File: config.mk
export PLATFORM = sky130hd
export DESIGN_NAME = dmem_arbiter_flat
export DESIGN_NICKNAME = d
export VERILOG_FILES = /design/src/rtl/dmem_arbiter_if.sv /design/src/rtl/dmem_arbiter.sv /design/src/flat_wrapper.sv
export SDC_FILE = /design/constraint.sdc
export NUM_CORES = 1
export LEC_CHECK = 0
export BUFFER_PORTS_ARGS = -buffer_cell sky130_fd_sc_hd__buf_2
export CAP_MARGIN = 30
export CELL_PAD_IN_SITES_DETAIL_PLACEMENT = 0
export CELL_PAD_IN_SITES_GLOBAL_PLACEMENT = 1
export CORE_MARGIN = 4
export CORE_UTILIZATION = 30
export CTS_BUF_LIST = sky130_fd_sc_hd__clkbuf_16
export DETAILED_ROUTE_END_ITERATION = 16
export GPL_TIMING_DRIVEN = 0
export PLACE_DENSITY_LB_ADDON = 0.1
export SLEW_MARGIN = 30
export SYNTH_ARGS = -nofsm -noshare
export SYNTH_HDL_FRONTEND = slang
export SYNTH_SLANG_ARGS = --single-unit
File: constraint.sdc
create_clock -name clk -period 4.9 [get_ports clk]
set_clock_uncertainty 0.15 [all_clocks]
set_input_delay 0.49 -clock clk [delete_from_list [all_inputs] [get_ports clk]]
set_output_delay 0.49 -clock clk [all_outputs]
set_load 0.05 [all_outputs]
File: src/rtl/dmem_arbiter_if.sv
// Bundle of both requester ports and the single-port memory side of dmem_arbiter.
// The slave modport is the arbiter's view; master is the requesters plus memory.
interface dmem_arbiter_if;
    logic        req0, req1;
    logic        we0, we1;
    logic [31:0] addr0, addr1;
    logic [31:0] wdata0, wdata1;
    logic [1:0]  size0, size1;
    logic        uns0, uns1;
    logic        gnt0, gnt1;
    logic        rvalid0, rvalid1;
    logic [31:0] rdata0, rdata1;
    logic        err0, err1;
    logic [31:0] mem_A;
    logic [31:0] mem_WD;
    logic        mem_WE;
    logic [31:0] mem_RD;

    modport slave (
        input  req0, req1, we0, we1, addr0, addr1, wdata0, wdata1,
               size0, size1, uns0, uns1, mem_RD,
        output gnt0, gnt1, rvalid0, rvalid1, rdata0, rdata1, err0, err1,
               mem_A, mem_WD, mem_WE
    );

    modport master (
        output req0, req1, we0, we1, addr0, addr1, wdata0, wdata1,
               size0, size1, uns0, uns1, mem_RD,
        input  gnt0, gnt1, rvalid0, rvalid1, rdata0, rdata1, err0, err1,
               mem_A, mem_WD, mem_WE
    );
endinterface

File: src/rtl/dmem_arbiter.sv
// Two-port arbiter/sequencer for a single-port word memory (async read, sync write).
// Sub-word stores are done as read-modify-write; sub-word loads are lane-extracted and extended.
module dmem_arbiter #(
    parameter bit PRIORITY_RR = 1'b1,
    parameter int MEM_WORDS   = 128
) (
    input  logic           clk,
    input  logic           rst_n,
    dmem_arbiter_if.slave  bus
);
    typedef enum logic [1:0] {IDLE, ACCESS, RMW_WR} state_t;

    localparam logic [31:0] MEM_WORDS_W = 32'(MEM_WORDS);

    state_t      state_q;
    logic        last_grant_q;
    logic        port_q;
    logic        rvalid0_q, rvalid1_q, err0_q, err1_q;
    logic [31:0] rdata0_q, rdata1_q;

    logic        we_q, uns_q;
    logic [1:0]  size_q;
    logic [31:0] addr_q, wdata_q, merge_q;

    logic        win1, gnt0, gnt1;
    logic        req_err, done, rsp_err;
    logic [31:0] rsp_data;
    logic [31:0] mem_a, mem_wd;
    logic        mem_we;

    function automatic logic [31:0] extract_lane(input logic [31:0] word, input logic [1:0] a,
                                                 input logic [1:0] sz, input logic uns);
        logic [7:0]  b;
        logic [15:0] h;
        b = word[{a, 3'b000} +: 8];
        h = word[{a[1], 4'b0000} +: 16];
        case (sz)
            2'b00:   return uns ? {24'b0, b} : {{24{b[7]}}, b};
            2'b01:   return uns ? {16'b0, h} : {{16{h[15]}}, h};
            default: return word;
        endcase
    endfunction

    function automatic logic [31:0] merge_lane(input logic [31:0] word, input logic [31:0] wd,
                                               input logic [1:0] a, input logic half);
        logic [31:0] r;
        r = word;
        if (half) r[{a[1], 4'b0000} +: 16] = wd[15:0];
        else      r[{a, 3'b000} +: 8]      = wd[7:0];
        return r;
    endfunction

    // Round-robin: on a tie the port that did not win last time gets the grant.
    assign win1 = bus.req1 & (~bus.req0 | (PRIORITY_RR & ~last_grant_q));
    assign gnt0 = (state_q == IDLE) & bus.req0 & ~win1;
    assign gnt1 = (state_q == IDLE) & win1;

    assign req_err = (size_q == 2'b11)
                   | ((size_q == 2'b01) & addr_q[0])
                   | ((size_q == 2'b10) & (|addr_q[1:0]))
                   | ({2'b00, addr_q[31:2]} >= MEM_WORDS_W);

    assign done     = ((state_q == ACCESS) & (req_err | ~we_q | (size_q == 2'b10)))
                    | (state_q == RMW_WR);
    assign rsp_err  = (state_q == ACCESS) & req_err;
    assign rsp_data = ((state_q == ACCESS) & ~req_err & ~we_q)
                    ? extract_lane(bus.mem_RD, addr_q[1:0], size_q, uns_q) : 32'b0;

    // Memory strobes are decoded from state so reset drops mem_WE immediately.
    always_comb begin
        mem_a  = 32'b0;
        mem_wd = 32'b0;
        mem_we = 1'b0;
        case (state_q)
            ACCESS: if (!req_err) begin
                mem_a = {addr_q[31:2], 2'b00};
                if (we_q && size_q == 2'b10) begin
                    mem_we = 1'b1;
                    mem_wd = wdata_q;
                end
            end
            RMW_WR: begin
                mem_a  = {addr_q[31:2], 2'b00};
                mem_we = 1'b1;
                mem_wd = merge_q;
            end
            default: ;
        endcase
    end

    always_ff @(posedge clk or negedge rst_n) begin
        if (!rst_n) begin
            state_q      <= IDLE;
            last_grant_q <= 1'b1;
            port_q       <= 1'b0;
            rvalid0_q    <= 1'b0;
            rvalid1_q    <= 1'b0;
            err0_q       <= 1'b0;
            err1_q       <= 1'b0;
            rdata0_q     <= 32'b0;
            rdata1_q     <= 32'b0;
        end else begin
            rvalid0_q <= done & ~port_q;
            rvalid1_q <= done & port_q;
            err0_q    <= done & ~port_q & rsp_err;
            err1_q    <= done & port_q & rsp_err;
            rdata0_q  <= (done & ~port_q) ? rsp_data : 32'b0;
            rdata1_q  <= (done & port_q) ? rsp_data : 32'b0;
            case (state_q)
                IDLE: if (gnt0 || gnt1) begin
                    state_q      <= ACCESS;
                    port_q       <= gnt1;
                    last_grant_q <= gnt1;
                end
                ACCESS: state_q <= done ? IDLE : RMW_WR;
                default: state_q <= IDLE;
            endcase
        end
    end

    // Request fields and the RMW merge word are pure data; state guards their use.
    always_ff @(posedge clk) begin
        if (gnt0 || gnt1) begin
            we_q    <= gnt1 ? bus.we1    : bus.we0;
            addr_q  <= gnt1 ? bus.addr1  : bus.addr0;
            wdata_q <= gnt1 ? bus.wdata1 : bus.wdata0;
            size_q  <= gnt1 ? bus.size1  : bus.size0;
            uns_q   <= gnt1 ? bus.uns1   : bus.uns0;
        end
        if (state_q == ACCESS)
            merge_q <= merge_lane(bus.mem_RD, wdata_q, addr_q[1:0], size_q[0]);
    end

    assign bus.gnt0    = gnt0;
    assign bus.gnt1    = gnt1;
    assign bus.rvalid0 = rvalid0_q;
    assign bus.rvalid1 = rvalid1_q;
    assign bus.rdata0  = rdata0_q;
    assign bus.rdata1  = rdata1_q;
    assign bus.err0    = err0_q;
    assign bus.err1    = err1_q;
    assign bus.mem_A   = mem_a;
    assign bus.mem_WD  = mem_wd;
    assign bus.mem_WE  = mem_we;
endmodule

File: src/flat_wrapper.sv
// flat-port wrapper written by rule: the top's interface ports become plain ports
module dmem_arbiter_flat 
#(
    parameter bit PRIORITY_RR = 1'b1,
    parameter int MEM_WORDS   = 128
)
  (clk, rst_n, bus_req0, bus_req1, bus_we0, bus_we1, bus_addr0, bus_addr1, bus_wdata0, bus_wdata1, bus_size0, bus_size1, bus_uns0, bus_uns1, bus_mem_RD, bus_gnt0, bus_gnt1, bus_rvalid0, bus_rvalid1, bus_rdata0, bus_rdata1, bus_err0, bus_err1, bus_mem_A, bus_mem_WD, bus_mem_WE);
  dmem_arbiter_if bus_i ();
  input  logic clk;
  input  logic rst_n;
  input wire logic [$bits(bus_i.req0)-1:0] bus_req0;
  input wire logic [$bits(bus_i.req1)-1:0] bus_req1;
  input wire logic [$bits(bus_i.we0)-1:0] bus_we0;
  input wire logic [$bits(bus_i.we1)-1:0] bus_we1;
  input wire logic [$bits(bus_i.addr0)-1:0] bus_addr0;
  input wire logic [$bits(bus_i.addr1)-1:0] bus_addr1;
  input wire logic [$bits(bus_i.wdata0)-1:0] bus_wdata0;
  input wire logic [$bits(bus_i.wdata1)-1:0] bus_wdata1;
  input wire logic [$bits(bus_i.size0)-1:0] bus_size0;
  input wire logic [$bits(bus_i.size1)-1:0] bus_size1;
  input wire logic [$bits(bus_i.uns0)-1:0] bus_uns0;
  input wire logic [$bits(bus_i.uns1)-1:0] bus_uns1;
  input wire logic [$bits(bus_i.mem_RD)-1:0] bus_mem_RD;
  output wire logic [$bits(bus_i.gnt0)-1:0] bus_gnt0;
  output wire logic [$bits(bus_i.gnt1)-1:0] bus_gnt1;
  output wire logic [$bits(bus_i.rvalid0)-1:0] bus_rvalid0;
  output wire logic [$bits(bus_i.rvalid1)-1:0] bus_rvalid1;
  output wire logic [$bits(bus_i.rdata0)-1:0] bus_rdata0;
  output wire logic [$bits(bus_i.rdata1)-1:0] bus_rdata1;
  output wire logic [$bits(bus_i.err0)-1:0] bus_err0;
  output wire logic [$bits(bus_i.err1)-1:0] bus_err1;
  output wire logic [$bits(bus_i.mem_A)-1:0] bus_mem_A;
  output wire logic [$bits(bus_i.mem_WD)-1:0] bus_mem_WD;
  output wire logic [$bits(bus_i.mem_WE)-1:0] bus_mem_WE;
  assign bus_i.req0 = bus_req0;
  assign bus_i.req1 = bus_req1;
  assign bus_i.we0 = bus_we0;
  assign bus_i.we1 = bus_we1;
  assign bus_i.addr0 = bus_addr0;
  assign bus_i.addr1 = bus_addr1;
  assign bus_i.wdata0 = bus_wdata0;
  assign bus_i.wdata1 = bus_wdata1;
  assign bus_i.size0 = bus_size0;
  assign bus_i.size1 = bus_size1;
  assign bus_i.uns0 = bus_uns0;
  assign bus_i.uns1 = bus_uns1;
  assign bus_i.mem_RD = bus_mem_RD;
  assign bus_gnt0 = bus_i.gnt0;
  assign bus_gnt1 = bus_i.gnt1;
  assign bus_rvalid0 = bus_i.rvalid0;
  assign bus_rvalid1 = bus_i.rvalid1;
  assign bus_rdata0 = bus_i.rdata0;
  assign bus_rdata1 = bus_i.rdata1;
  assign bus_err0 = bus_i.err0;
  assign bus_err1 = bus_i.err1;
  assign bus_mem_A = bus_i.mem_A;
  assign bus_mem_WD = bus_i.mem_WD;
  assign bus_mem_WE = bus_i.mem_WE;
  dmem_arbiter #(.PRIORITY_RR(PRIORITY_RR), .MEM_WORDS(MEM_WORDS)) u_core (.clk(clk), .rst_n(rst_n), .bus(bus_i));
endmodule
Word level (Yosys, flattened, before mapping) --
Cells that the tools add are included.
Storage, ports and cells: register bits after elaboration 172, input port bits 172, logic and storage cells 88
Cells by class: add/sub/neg operators 2, magnitude comparators 1, eq/ne operators 6, shift-type cells 6, multiplexer cells 25, bitwise operators 27, reduce and logical (&&, ||, !) cells 6
Operator list (number):
- 32-bit two-way mux | 11
- 32-bit one-hot mux with 2 select lines | 3
- 32-bit bitwise mux | 2
- 16-bit by 7-bit variable shift with 32-bit output, first input constant | 1
- 8-bit by 7-bit variable shift with 32-bit output, first input constant | 1
- 16-bit by 7-bit indexed part select with 32-bit output | 1
- 32-bit by 6-bit indexed part select with 16-bit output | 1
- 32-bit by 6-bit indexed part select with 8-bit output | 1
- 8-bit by 7-bit indexed part select with 32-bit output | 1
- 30-bit by 8-bit greater-or-equal comparator with 1-bit output, second input constant | 1
- 1-bit bitwise AND | 14
- 5-bit negator with 7-bit output | 2
- 1-bit OR | 7
- 2-bit equality test, second input constant | 3
- 2-bit two-way mux | 3
- 1-bit inverter | 6
- 2-bit by 1-bit equality test with 1-bit output, second input constant | 2
- 2-bit zero test | 2
- 1-bit two-way mux | 4
- 2-bit one-hot mux with 2 select lines | 1
- 2-bit != test, second input constant | 1
- 1-bit one-hot mux with 2 select lines | 1
- 2-bit AND reduction | 1
- 2-bit OR reduction | 1
- 2 further kinds | 2

Depth between registers and ports, before layout --
Gate-level depths: netlist of run 1.
depth after elaboration 11, mapped depth 9, mapped depth without buffers 6

Worst setup path after synthesis of run 1 --
OpenSTA, ideal clock, no wires.
kind flip-flop to flip-flop, from register u_core.state_q[0], to register u_core.addr_q[0] (enable), data arrival time 2.735 ns, slack 1.577 ns, cell stages (with the launch flop) 6, clock period less this slack 3.323 ns, path through dfrtp_1 inv_1 ha_1 nand2_1 a21oi_1 nand2b_1
On the way: word-level cells in the longest chain between the ends 4
RTL lines:
- start, declared | RTL line dmem_arbiter.sv:15 | state_t state_q;
- start signal, assigned | RTL line dmem_arbiter.sv:115 | ACCESS: state_q <= done ? IDLE : RMW_WR;
- 2-bit zero test * | RTL line dmem_arbiter.sv:55, dmem_arbiter.sv:56
- 1-bit bitwise AND (2 in series) | RTL line dmem_arbiter.sv:55 | assign gnt0 = (state_q == IDLE) & bus.req0 & ~win1;
- 1-bit logical OR * | RTL line dmem_arbiter.sv:123 | if (gnt0 || gnt1) begin
- end signal, assigned | RTL line dmem_arbiter.sv:125 | addr_q <= gnt1 ? bus.addr1 : bus.addr0;
- end, declared | RTL line dmem_arbiter.sv:23 | logic [31:0] addr_q, wdata_q, merge_q;
Every way passes the cells marked *; elsewhere a longest branch is shown, timed or not. A chain may end at the register's enable or synchronous reset.

Final worst setup path of run 1 --
from register u_core.addr_q[1], to output port bus_mem_WD[9]
On the way: word-level cells in the longest chain between the ends 6
RTL lines:
- 2-bit OR reduction | RTL line dmem_arbiter.sv:60 | | ((size_q == 2'b10) & (|addr_q[1:0]))
- 1-bit bitwise AND | RTL line dmem_arbiter.sv:60
- 1-bit OR | RTL line dmem_arbiter.sv:60
- 1-bit OR | RTL line dmem_arbiter.sv:61 | | ({2'b00, addr_q[31:2]} >= MEM_WORDS_W);
- 32-bit two-way mux | RTL line dmem_arbiter.sv:75 | ACCESS: if (!req_err) begin
- 32-bit one-hot mux with 2 select lines | RTL line dmem_arbiter.sv:74 | case (state_q)
- end, declared | RTL line flat_wrapper.sv:33 | output wire logic [$bits(bus_i.mem_WD)-1:0] bus_mem_WD;
No other way between the ends.

==> results of run 1 <==
[placed cells by master (no fill, tap or decap), drive strengths merged, types with 2 or more instances in the layout]
| master | count |
|---|---|
| nand3 | 6 |
| a22o | 43 |
| a221o | 2 |
| mux2 | 74 |
| ha | 8 |
| a221oi | 27 |
| a21oi | 57 |
| nand2 | 19 |
| a2bb2oi | 4 |
| mux2i | 24 |
| nor3 | 5 |
| and3 | 30 |
| nand2b | 7 |
| and2 | 9 |
| buf | 336 |
| nand4 | 4 |
| inv | 16 |
| clkinv | 13 |
| and4 | 3 |
| nand3b | 3 |
| clkbuf | 32 |
| nor4 | 6 |
| o211ai | 2 |
| conb | 2 |
| nor2b | 11 |
| o21ai | 7 |
| dfrtp | 71 |
| nor2 | 61 |
| a21o | 9 |
| edfxtp | 100 |
[layout make-up]
type	instances	area [µm²]	share of cell area
clock buffer	17	425	0.0388
timing repair buffer	308	1590	0.145
multi-input combinational	431	3280	0.299
sequential	172	4810	0.438
inverter	14	52.6	0.00479
buffer	44	249	0.0227
clock inverter	15	98.8	0.00901
tap	372	465	0.0424
[per-layer routing]
| layer | part of all wire | vias to the layer above |
|---|---|---|
| li1 | - | 3147 |
| met1 | 0.44 | 3228 |
| met2 | 0.48 | 245 |
| met3 | 0.072 | 17 |
| met4 | 0.010 | 2 |
| met5 | 0.00046 | - |
[metrics by stage]
step,hold slack [ps],util
5_1_grt,190,0.404
2_1_floorplan,44.4,-
3_3_place_gp,348,0.381
4_1_cts,194,0.403
6_report,208,0.404
3_5_place_dp,317,0.384
[critical path, stage by stage, from the launching register on]
cell	delay (ps)
edfxtp_1	460
buf_6	180
buf_2	170
inv_1	150
ha_1	350
nor2b_1	260
o211ai_1	200
nor3_4	450
buf_6	230
a22o_1	190
buf_2	280
[state kept, by name, indices dropped and copies added (netlist names)]
name / count
u_core.bus.rdata1: 32
u_core.bus.rdata0: 32
u_core.bus.rvalid1: 1
u_core.wdata_q: 32
u_core.port_q: 1
u_core.bus.rvalid0: 1
u_core.last_grant_q: 1
u_core.state_q: 2
u_core.bus.err1: 1
u_core.addr_q: 32
u_core.size_q: 2
u_core.bus.err0: 1
u_core.uns_q: 1
u_core.we_q: 1
u_core.merge_q: 32
[worst max path at each step]
| stage | startpoint | to | slack [ps] | cells after the start |
|---|---|---|---|---|
| final | u_core.addr_q[1]$_DFFE_PP_ | bus_mem_WD[9] | 920 | 10 |
| after global routing | u_core.addr_q[1]$_DFFE_PP_ | bus_mem_WD[9] | 670 | 10 |
| after CTS | u_core.addr_q[1]$_DFFE_PP_ | bus_mem_WD[9] | 870 | 10 |
| after detailed placement | u_core.addr_q[1]$_DFFE_PP_ | bus_mem_WD[9] | 1350 | 10 |
| after global placement | u_core.state_q[1]$_DFFE_PN0P_ | u_core.wdata_q[19]$_DFFE_PP_ | -70 | 5 |
| after floorplan | u_core.state_q[0]$_DFFE_PN0P_ | u_core.addr_q[0]$_DFFE_PP_ | 1580 | 5 |
[where the power goes]
part	switching (W)	internal, W
logic	0.000939	0.000564
clock network	0.000596	0.000647
registers	0.000220	0.00203
[cell families (layout without fill, tap and decap cells)]
| family | Yosys count | in the layout | share of synthesized area |
|---|---|---|---|
| DFF | 172 | 172 | 0.575 |
| AOI/OAI and AO/OA | 156 | 156 | 0.134 |
| muxes | 98 | 98 | 0.129 |
| adders and majority gates | 8 | 8 | 0.0120 |
| buffers and inverters | 58 | 398 | 0.0360 |
| other | 1 | 2 | 0.000448 |
| and+or+nand+nor | 167 | 167 | 0.114 |
[what timing repair did]
item	4_1_cts	5_1_grt
hold buffers	1	0
setup endpoints to repair	0	0
endpoints found under the hold margin	31	0
==> qor.csv, run 1 <==
stage,metric,value,unit
timing,post-route clock period utilization,0.813,
critical_path,Worst Setup End Kind,output port,
drt,DRC,0,
power,Worst IR Drop VDD,236,µV
critical_path,RR Startpoint,u_core.addr_q[1]$_DFFE_PP_,
drt,final antenna-violating net count,0,
finish,Final Non-Filler Cells,1373,
worst_hold_path,hold depth,2,
die,Top Ports,307,
timing,Final Hold Viols,0,
logic_synthesis,syn avg cell area,12.7,µm²
critical_path,WP data arrival,3340,ps
timing,Final Max Tran Viols,0,
die,Initial Util,0.308,
logic_synthesis,ys async rst share,0.419,
logic_synthesis,synthesized instance count,660,
die,Rows,60,
critical_path,Max Fanout on Critical Path,10,
logic_synthesis,Synth top cells by count,"edfxtp_1, mux2_2, dfrtp_1",
logic_synthesis,Syn Std Cell Area,8360,µm²
run_status,status,"finished, final reports clean",
clocking,clk_lat worst skew,430,ps
die,Die W,175,µm
place,DP Worst Slack,1350,ps
drt,Avg WL per Cell,20.7,µm
logic_synthesis,"count leader, synth",edfxtp_1,
worst_hold_path,HP Class,primary input to register,
logic_synthesis,most frequently used flop master after synthesis,edfxtp_1,
drt,drt pass-1 iters,5,
global_routing,global-route wire length before repair,42500,µm
power,Lkg Pwr,5.24,nW
critical_path,worst reg2reg setup slack,2150,ps
clocking,CTS root buffer,clkbuf_16,
global_routing,GRT met2 Usage,0.303,
critical_path,worst path required time,4260,ps
global_routing,overall routing resource usage,0.182,
finish,# diodes,0,
clocking,post_cts resized,0,
place,placed instance area,10400,µm²
global_routing,busiest grt layer,met2,
clocking,Post-CTS Setup Inserts,0,
global_routing,GR Util met3,0.0530,
timing,FMAX,251,MHz
drt,Vias/cell,4.84,
critical_path,R2R depth,9,
power,Pwr Total,0.00500,W
logic_synthesis,area fraction of the dominant cell type after synthesis,0.359,
timing,final worst setup slack,917,ps
place,hpwl dp,22500,µm
global_routing,number of global-route vias before repair,6969,
die,die height,175,µm
global_routing,grt ovf,0,
finish,final instance area,11000,µm²
place,IO buf count,304,
critical_path,r2r endpoint,u_core.bus.rdata0[5]$_DFF_PN0_,
timing,Rel. slew slack,0.547,
critical_path,WS Path Type,register to output port,
clocking,total CTS buffers,17,
finish,Layout area overhead,31.2,%
logic_synthesis,Synth Warn #,0,
logic_synthesis,"flops & latches, synth",172,
global_routing,Global Route met1 Usage,0.238,
drt,Iter 0 DRT Violations,324,
power,pwr dens,455,nW/µm²
clocking,CTS sink cnt,172,
die,die area,30600,µm²
clocking,worst-case clock buffer depth,2,
place,GPL Wtd Cong,0.828,
die,core area,27200,µm²
timing,post-route minimum period,3980,ps
global_routing,initial antenna violation count,1,
clocking,H-tree levels,4,
place,cell count after placement,1340,
logic_synthesis,number of enable flip-flop cells after synthesis,100,
finish,layout cells sized above 1,0.460,
logic_synthesis,count of unique library cells instantiated by Yosys,53,
finish,nets,1168,
worst_hold_path,Hold Crit Start,bus_addr0[23],
finish,Fillers,2751,
timing,total negative slack,0,ps
timing,worst-margin pin slew,679,ps
clocking,CTS tree,done,
drt,Routed WL,28500,µm
timing,RSZ-0062 raised after global routing,false,
drt,Via Count,6639,
clocking,"CTS clk-pin slew, worst paths",70,ps
worst_hold_path,hold endpoint,u_core.addr_q[23]$_DFFE_PP_,
logic_synthesis,Yosys top cell by area,edfxtp_1,
timing,Final setup viols,0,
global_routing,pin count of the biggest net entering global routing,42,
logic_synthesis,sequential area share after synthesis,0.575,
logic_synthesis,Area contributors post-synth,"edfxtp_1, dfrtp_1, mux2_2",
flow_run,number of max-cap violations,0,
critical_path,CP startpoint kind,register,
(Power assumes the default switching activity.)
==> run 2: changes to the inputs <==
- clock period: 4.9 -> 3.4 ns (I/O delays scaled with it)
==> qor.csv, run 2 (synthesis results as in run 1) <==
stage,metric,value,unit,change
run_status,status,"finished, final reports clean",,
global_routing,grt ovf,0,,unchanged
power,Internal Power,0.00469,W,+45%
global_routing,overall routing resource usage,0.182,,about the same
timing,post-route clock period utilization,0.941,,
power,switching power,0.00254,W,+45%
drt,Routed WL,28600,µm,+0.41%
timing,post-route minimum period,3200,ps,
power,Comb pwr share,0.304,,+0.003
timing,final worst setup slack,202,ps,-715 ps
finish,post-layout util,0.411,,+0.00691
critical_path,slowest CP cell,edfxtp_1,,
drt,Via Count,6686,,+0.71%
place,GPL Wtd Cong,0.828,,unchanged
clocking,CTS sink cnt,172,,unchanged
critical_path,cell chain of the critical path,"clkbuf_4, clkinvlp_4, ha_4, nor2b_4, o211ai_1, nor3_4, buf_6, buf_6, a22o_1, buf_4",,
drt,Iter 0 DRT Violations,304,,-6.2%
die,Initial Util,0.308,,unchanged
power,pwr dens,649,nW/µm²,+42%
critical_path,Worst Setup End Kind,output port,,
drt,final antenna-violating net count,0,,unchanged
clocking,worst-case clock buffer depth,2,,unchanged
finish,# diodes,0,,unchanged
place,hpwl dp,22500,µm,unchanged
global_routing,pin count of the biggest net entering global routing,42,,unchanged
critical_path,WP data arrival,2710,ps,-630 ps
finish,most frequent cells in the layout,"buf_2, edfxtp_1, mux2_2, dfrtp_1, nor2_1",,
clocking,CTS tree,done,,
clocking,"CTS clk-pin slew, worst paths",70,ps,about the same
finish,Layout area overhead,33.4,%,
die,die area,30600,µm²,unchanged
drt,DRC,0,,unchanged
place,IO buf count,304,,unchanged
power,part of the power in the clock network,0.247,,-0.002
clocking,CTS root buffer,clkbuf_16,,
global_routing,number of global-route vias before repair,6979,,+0.14%
timing,worst-margin pin slew,681,ps,+2.44 ps
drt,drt pass-1 iters,5,,unchanged
place,DP Worst Slack,-4.95,ps,-1350 ps
timing,Final setup viols,0,,unchanged
global_routing,initial antenna violation count,1,,unchanged
clocking,total CTS buffers,17,,unchanged
timing,FMAX,313,MHz,
finish,"most common cell after layout, fill and taps aside",buf_2,,
die,Rows,60,,unchanged
global_routing,global-route wire length before repair,42500,µm,+0.11%
timing,final hold slack,57.9,ps,-150 ps
timing,Rel. slew slack,0.546,,-0.00162
critical_path,worst path required time,2910,ps,-1350 ps
die,core area,27200,µm²,unchanged
power,switch share,0.352,,about the same
power,Sequential Power Share,0.448,,-0.003
power,Worst IR Drop VDD,341,µV,+44%
critical_path,Max Fanout on Critical Path,10,,unchanged
timing,Final Max Tran Viols,0,,unchanged
die,Die W,175,µm,unchanged
critical_path,WS Path Type,register to output port,,
drt,Vias/cell,4.85,,+0.27%
power,Lkg Pwr,5.28,nW,+0.69%
finish,nets,1174,,+0.51%
flow_run,number of max-cap violations,0,,unchanged
clocking,H-tree levels,4,,unchanged
timing,RSZ-0062 raised after global routing,false,,
die,Top Ports,307,,unchanged
worst_hold_path,HP Class,primary input to register,,
timing,Final Hold Viols,0,,unchanged
finish,layout cells sized above 1,0.470,,+0.0102
critical_path,CP startpoint kind,register,,
critical_path,"most used cell, CP",buf_6,,
critical_path,Crit path largest cell delay,390,ps,-70 ps
clocking,clk_lat worst skew,430,ps,about the same
critical_path,worst reg2reg setup slack,800,ps,-1350 ps
drt,Avg WL per Cell,20.7,µm,about the same
die,die height,175,µm,unchanged
run 2: changes by cell type in the layout (fill, tap and decap cells not counted), moves of 2 or more:
cell      delta
clkbuf_1     -2
buf_6       +14
inv_1        -2
buf_2       -25
clkbuf_2     +2
buf_4       +13
clkbuf_4     +4
run 2: area by class of cell:
| class | count | area [µm²] |
|---|---|---|
| Buffer | 44 | 254 |
| Inverter | 14 | 56.3 |
| Timing Repair Buffer | 314 | 1750 |
| Tap cell | 372 | 465 |
| Clock buffer | 17 | 425 |
| Sequential cell | 172 | 4810 |
| Fill cell | 2736 | 16000 |
| Clock inverter | 15 | 98.8 |
| Multi-Input combinational cell | 431 | 3300 |
run 2: worst paths after layout:
check | from | end | depth (start not counted)
setup / recovery | u_core.addr_q[0]$_DFFE_PP_ | bus_mem_WD[26] | 10
hold / removal | bus_addr0[23] | u_core.addr_q[23]$_DFFE_PP_ | 2
setup reg to reg | u_core.state_q[1]$_DFFE_PN0P_ | u_core.wdata_q[16]$_DFFE_PP_ | 6
hold reg to reg | u_core.state_q[0]$_DFFE_PN0P_ | u_core.state_q[0]$_DFFE_PN0P_ | 1
max in group asynchronous | rst_n | u_core.bus.rdata1[20]$_DFF_PN0_ | 3
min in group asynchronous | rst_n | u_core.bus.rdata0[13]$_DFF_PN0_ | 2
run 2: worst max-delay path, delay by kind of cell (launching register included):
kind | cells | cell delay [ps]
and+or+nand+nor | 2 | 230
DFF | 1 | 390
adders and majority gates | 1 | 220
AOI/OAI and AO/OA | 2 | 520
buffers and inverters | 5 | 930
run 2: metal layers:
metal / track usage / wire [µm] / share of wire / vias up
li1: - / - / - / 3155
met2: 0.304 / 13700 / 0.48 / 266
met4: 0.0337 / 268 / 0.0094 / 2
met5: 0 / 13 / 0.00045 / -
met3: 0.0526 / 2100 / 0.073 / 16
met1: 0.238 / 12500 / 0.44 / 3247
run 2: repair_timing:
action / CTS / global route
endpoints found under the hold margin: 31 / 0
hold buffers: 1 / 0
cloned: 0 / 0
setup buffers: 2 / 4
gates resized for setup: 26 / 24
endpoints found under the setup margin: 40 / 39
pin swaps: 1 / 2
run 2: power by group through the flow:
stage	registers, W	clock network [W]	logic, W
CTS	0.00325	0.00184	0.00221
global route	0.00329	0.00193	0.00241
finish	0.00325	0.00179	0.00220
global placement	0.00333	0	0.00212
detailed placement	0.00329	0	0.00219
floorplan	0.00324	0	0.00141
run 2: per-stage QoR:
stage                     TNS (ps)  area (µm²)  total power, W  cells
after CTS                        0       11000         0.00729   1375
final                            0       11200         0.00724   1379
after global placement     -122380       10400         0.00545   1337
after global routing             0       11200         0.00763   1379
after detailed placement     -4.95       10400         0.00548   1340
after floorplan                  0        8370         0.00464    661
==> run 3: changes to the inputs <==
- RECOVER_POWER: default -> 50
==> qor.csv, run 3 (synthesis results as in run 1) <==
stage,metric,value,unit,change
run_status,status,"finished, violations left",,
run_status,failing checks,"max-capacitance violations, max-slew violations",,
finish,register area,4810,µm²,unchanged
clocking,clk_lat worst skew,430,ps,about the same
die,core area,27200,µm²,unchanged
flow_run,number of max-cap violations,2,,+2
die,Die W,175,µm,unchanged
worst_hold_path,HP Class,primary input to register,,
critical_path,worst path required time,2910,ps,about the same
global_routing,initial antenna violation count,1,,unchanged
critical_path,Max Fanout on Critical Path,10,,unchanged
finish,# diodes,0,,unchanged
timing,Rel. slew slack,-0.135,,-0.681
die,Top Ports,307,,unchanged
power,part of the power in the clock network,0.249,,+0.002
power,Comb pwr share,0.300,,-0.004
clocking,CTS root buffer,clkbuf_16,,
power,switch share,0.352,,about the same
critical_path,WS Path Type,register to output port,,
drt,Iter 0 DRT Violations,320,,+5.3%
critical_path,slowest CP cell,clkbuf_1,,
die,Initial Util,0.308,,unchanged
die,die area,30600,µm²,unchanged
power,Worst IR Drop VDD,341,µV,about the same
clocking,CTS sink cnt,172,,unchanged
clocking,"CTS clk-pin slew, worst paths",70,ps,about the same
timing,FMAX,312,MHz,-0.18%
finish,"most common cell after layout, fill and taps aside",buf_2,,
drt,Via Count,6698,,+0.18%
power,Sequential Power Share,0.452,,+0.004
global_routing,grt ovf,0,,unchanged
critical_path,cell chain of the critical path,"inv_1, ha_1, and2_1, buf_1, clkbuf_1, a22o_1, buf_4",,
drt,final antenna-violating net count,0,,unchanged
place,placed instance area,10400,µm²,unchanged
finish,final instance area,11000,µm²,-1.6%
drt,drt pass-1 iters,5,,unchanged
critical_path,Worst Setup End Kind,output port,,
power,pwr dens,656,nW/µm²,+1.1%
drt,Routed WL,28600,µm,+0.10%
timing,worst-margin pin slew,1700,ps,+1020 ps
worst_hold_path,hold depth,2,,unchanged
place,DP Worst Slack,-4.95,ps,unchanged
timing,Final setup viols,0,,unchanged
power,Internal Power,0.00466,W,-0.61%
timing,post-route clock period utilization,0.942,,+0.00173
finish,Multi-input gate area,3260,µm²,-1.1%
die,die height,175,µm,unchanged
clocking,worst-case clock buffer depth,2,,unchanged
finish,layout cells sized above 1,0.385,,-0.0844
finish,nets,1174,,unchanged
drt,DRC,0,,unchanged
timing,RSZ-0062 raised after global routing,false,,
timing,final hold slack,59.7,ps,+1.76 ps
timing,Final Max Tran Viols,61,,+61
finish,Fillers,2790,,+2.0%
power,Lkg Pwr,4.93,nW,-6.6%
place,GPL Wtd Cong,0.828,,unchanged
timing,final worst setup slack,196,ps,-5.88 ps
critical_path,Crit path largest cell delay,450,ps,+60 ps
critical_path,WP data arrival,2710,ps,about the same
critical_path,R2R depth,3,,-3
clocking,CTS tree,done,,
critical_path,CP startpoint kind,register,,
global_routing,pin count of the biggest net entering global routing,42,,unchanged
global_routing,overall routing resource usage,0.182,,unchanged
finish,Layout area overhead,31.2,%,
global_routing,number of global-route vias before repair,6979,,unchanged
die,Rows,60,,unchanged
global_routing,global-route wire length before repair,42500,µm,unchanged
timing,Final Hold Viols,0,,unchanged
finish,most frequent cells in the layout,"buf_2, edfxtp_1, clkbuf_1, mux2_2, dfrtp_1",,
clocking,total CTS buffers,17,,unchanged
timing,post-route minimum period,3200,ps,+5.88 ps
power,switching power,0.00253,W,-0.50%
place,IO buf count,304,,unchanged
drt,Vias/cell,4.86,,+0.18%
clocking,H-tree levels,4,,unchanged
place,hpwl dp,22500,µm,unchanged
drt,Avg WL per Cell,20.8,µm,+0.10%
run 3: per-stage QoR:
step	total power (W)	TNS (ps)	utilization	std cells
2_1_floorplan	0.00464	0	-	661
3_3_place_gp	0.00545	-122380	0.381	1337
3_5_place_dp	0.00548	-4.95	0.384	1340
4_1_cts	0.00729	0	0.407	1375
5_1_grt	0.00759	0	0.404	1379
6_report	0.00720	0	0.404	1379
run 3: final timing paths:
path                                          startpoint                              end  slack (ps)
min reg2reg                u_core.state_q[0]$_DFFE_PN0P_    u_core.state_q[0]$_DFFE_PN0P_         370
min in group asynchronous                          rst_n  u_core.bus.rdata0[11]$_DFF_PN0_         760
max                        u_core.state_q[1]$_DFFE_PN0P_                   bus_mem_WD[26]         200
min                                        bus_addr0[23]      u_core.addr_q[23]$_DFFE_PP_          60
max reg2reg                u_core.state_q[1]$_DFFE_PN0P_     u_core.merge_q[16]$_DFFE_PP_         600
max in group asynchronous                          rst_n  u_core.bus.rdata1[20]$_DFF_PN0_         640
run 3: critical path: cells and delay by family, from the launching register on:
| kind | cells | cell delay (ps) |
|---|---|---|
| AND/OR/NAND/NOR | 1 | 160 |
| AO/OA/AOI/OAI | 1 | 240 |
| flip-flops | 1 | 390 |
| buffers and inverters | 4 | 1090 |
| adder cells (fa/ha/maj) | 1 | 400 |
run 3: final cells by class:
cell class | count | share of cell area
Buffer | 44 | 0.0212
Clock buffer | 17 | 0.0388
Clock inverter | 15 | 0.00901
Inverter | 14 | 0.00513
Multi-Input combinational cell | 431 | 0.297
Sequential cell | 172 | 0.438
Tap cell | 372 | 0.0424
Timing Repair Buffer | 314 | 0.148
run 3: timing repair:
| action | in CTS | in global routing |
|---|---|---|
| hold buffers | 1 | 0 |
| setup buffers | 2 | 4 |
| endpoints found under the setup margin | 40 | 39 |
| gates resized for setup | 26 | 24 |
| hold endpoints to repair | 31 | 0 |
| pin swaps | 1 | 2 |
run 3: power by group through the flow:
stage	logic [W]	registers, W	clock network [W]
after floorplan	0.00141	0.00324	0
after global placement	0.00212	0.00333	0
after detailed placement	0.00219	0.00329	0
after CTS	0.00221	0.00325	0.00184
after global routing	0.00236	0.00330	0.00193
final	0.00216	0.00325	0.00179
run 3: per-layer routing:
layer / vias to the layer above / track usage / wire length [µm]
li1: 3159 / - / -
met2: 269 / 0.304 / 13700
met1: 3255 / 0.238 / 12500
met3: 13 / 0.0526 / 2190
met5: - / 0 / 13
met4: 2 / 0.0337 / 257
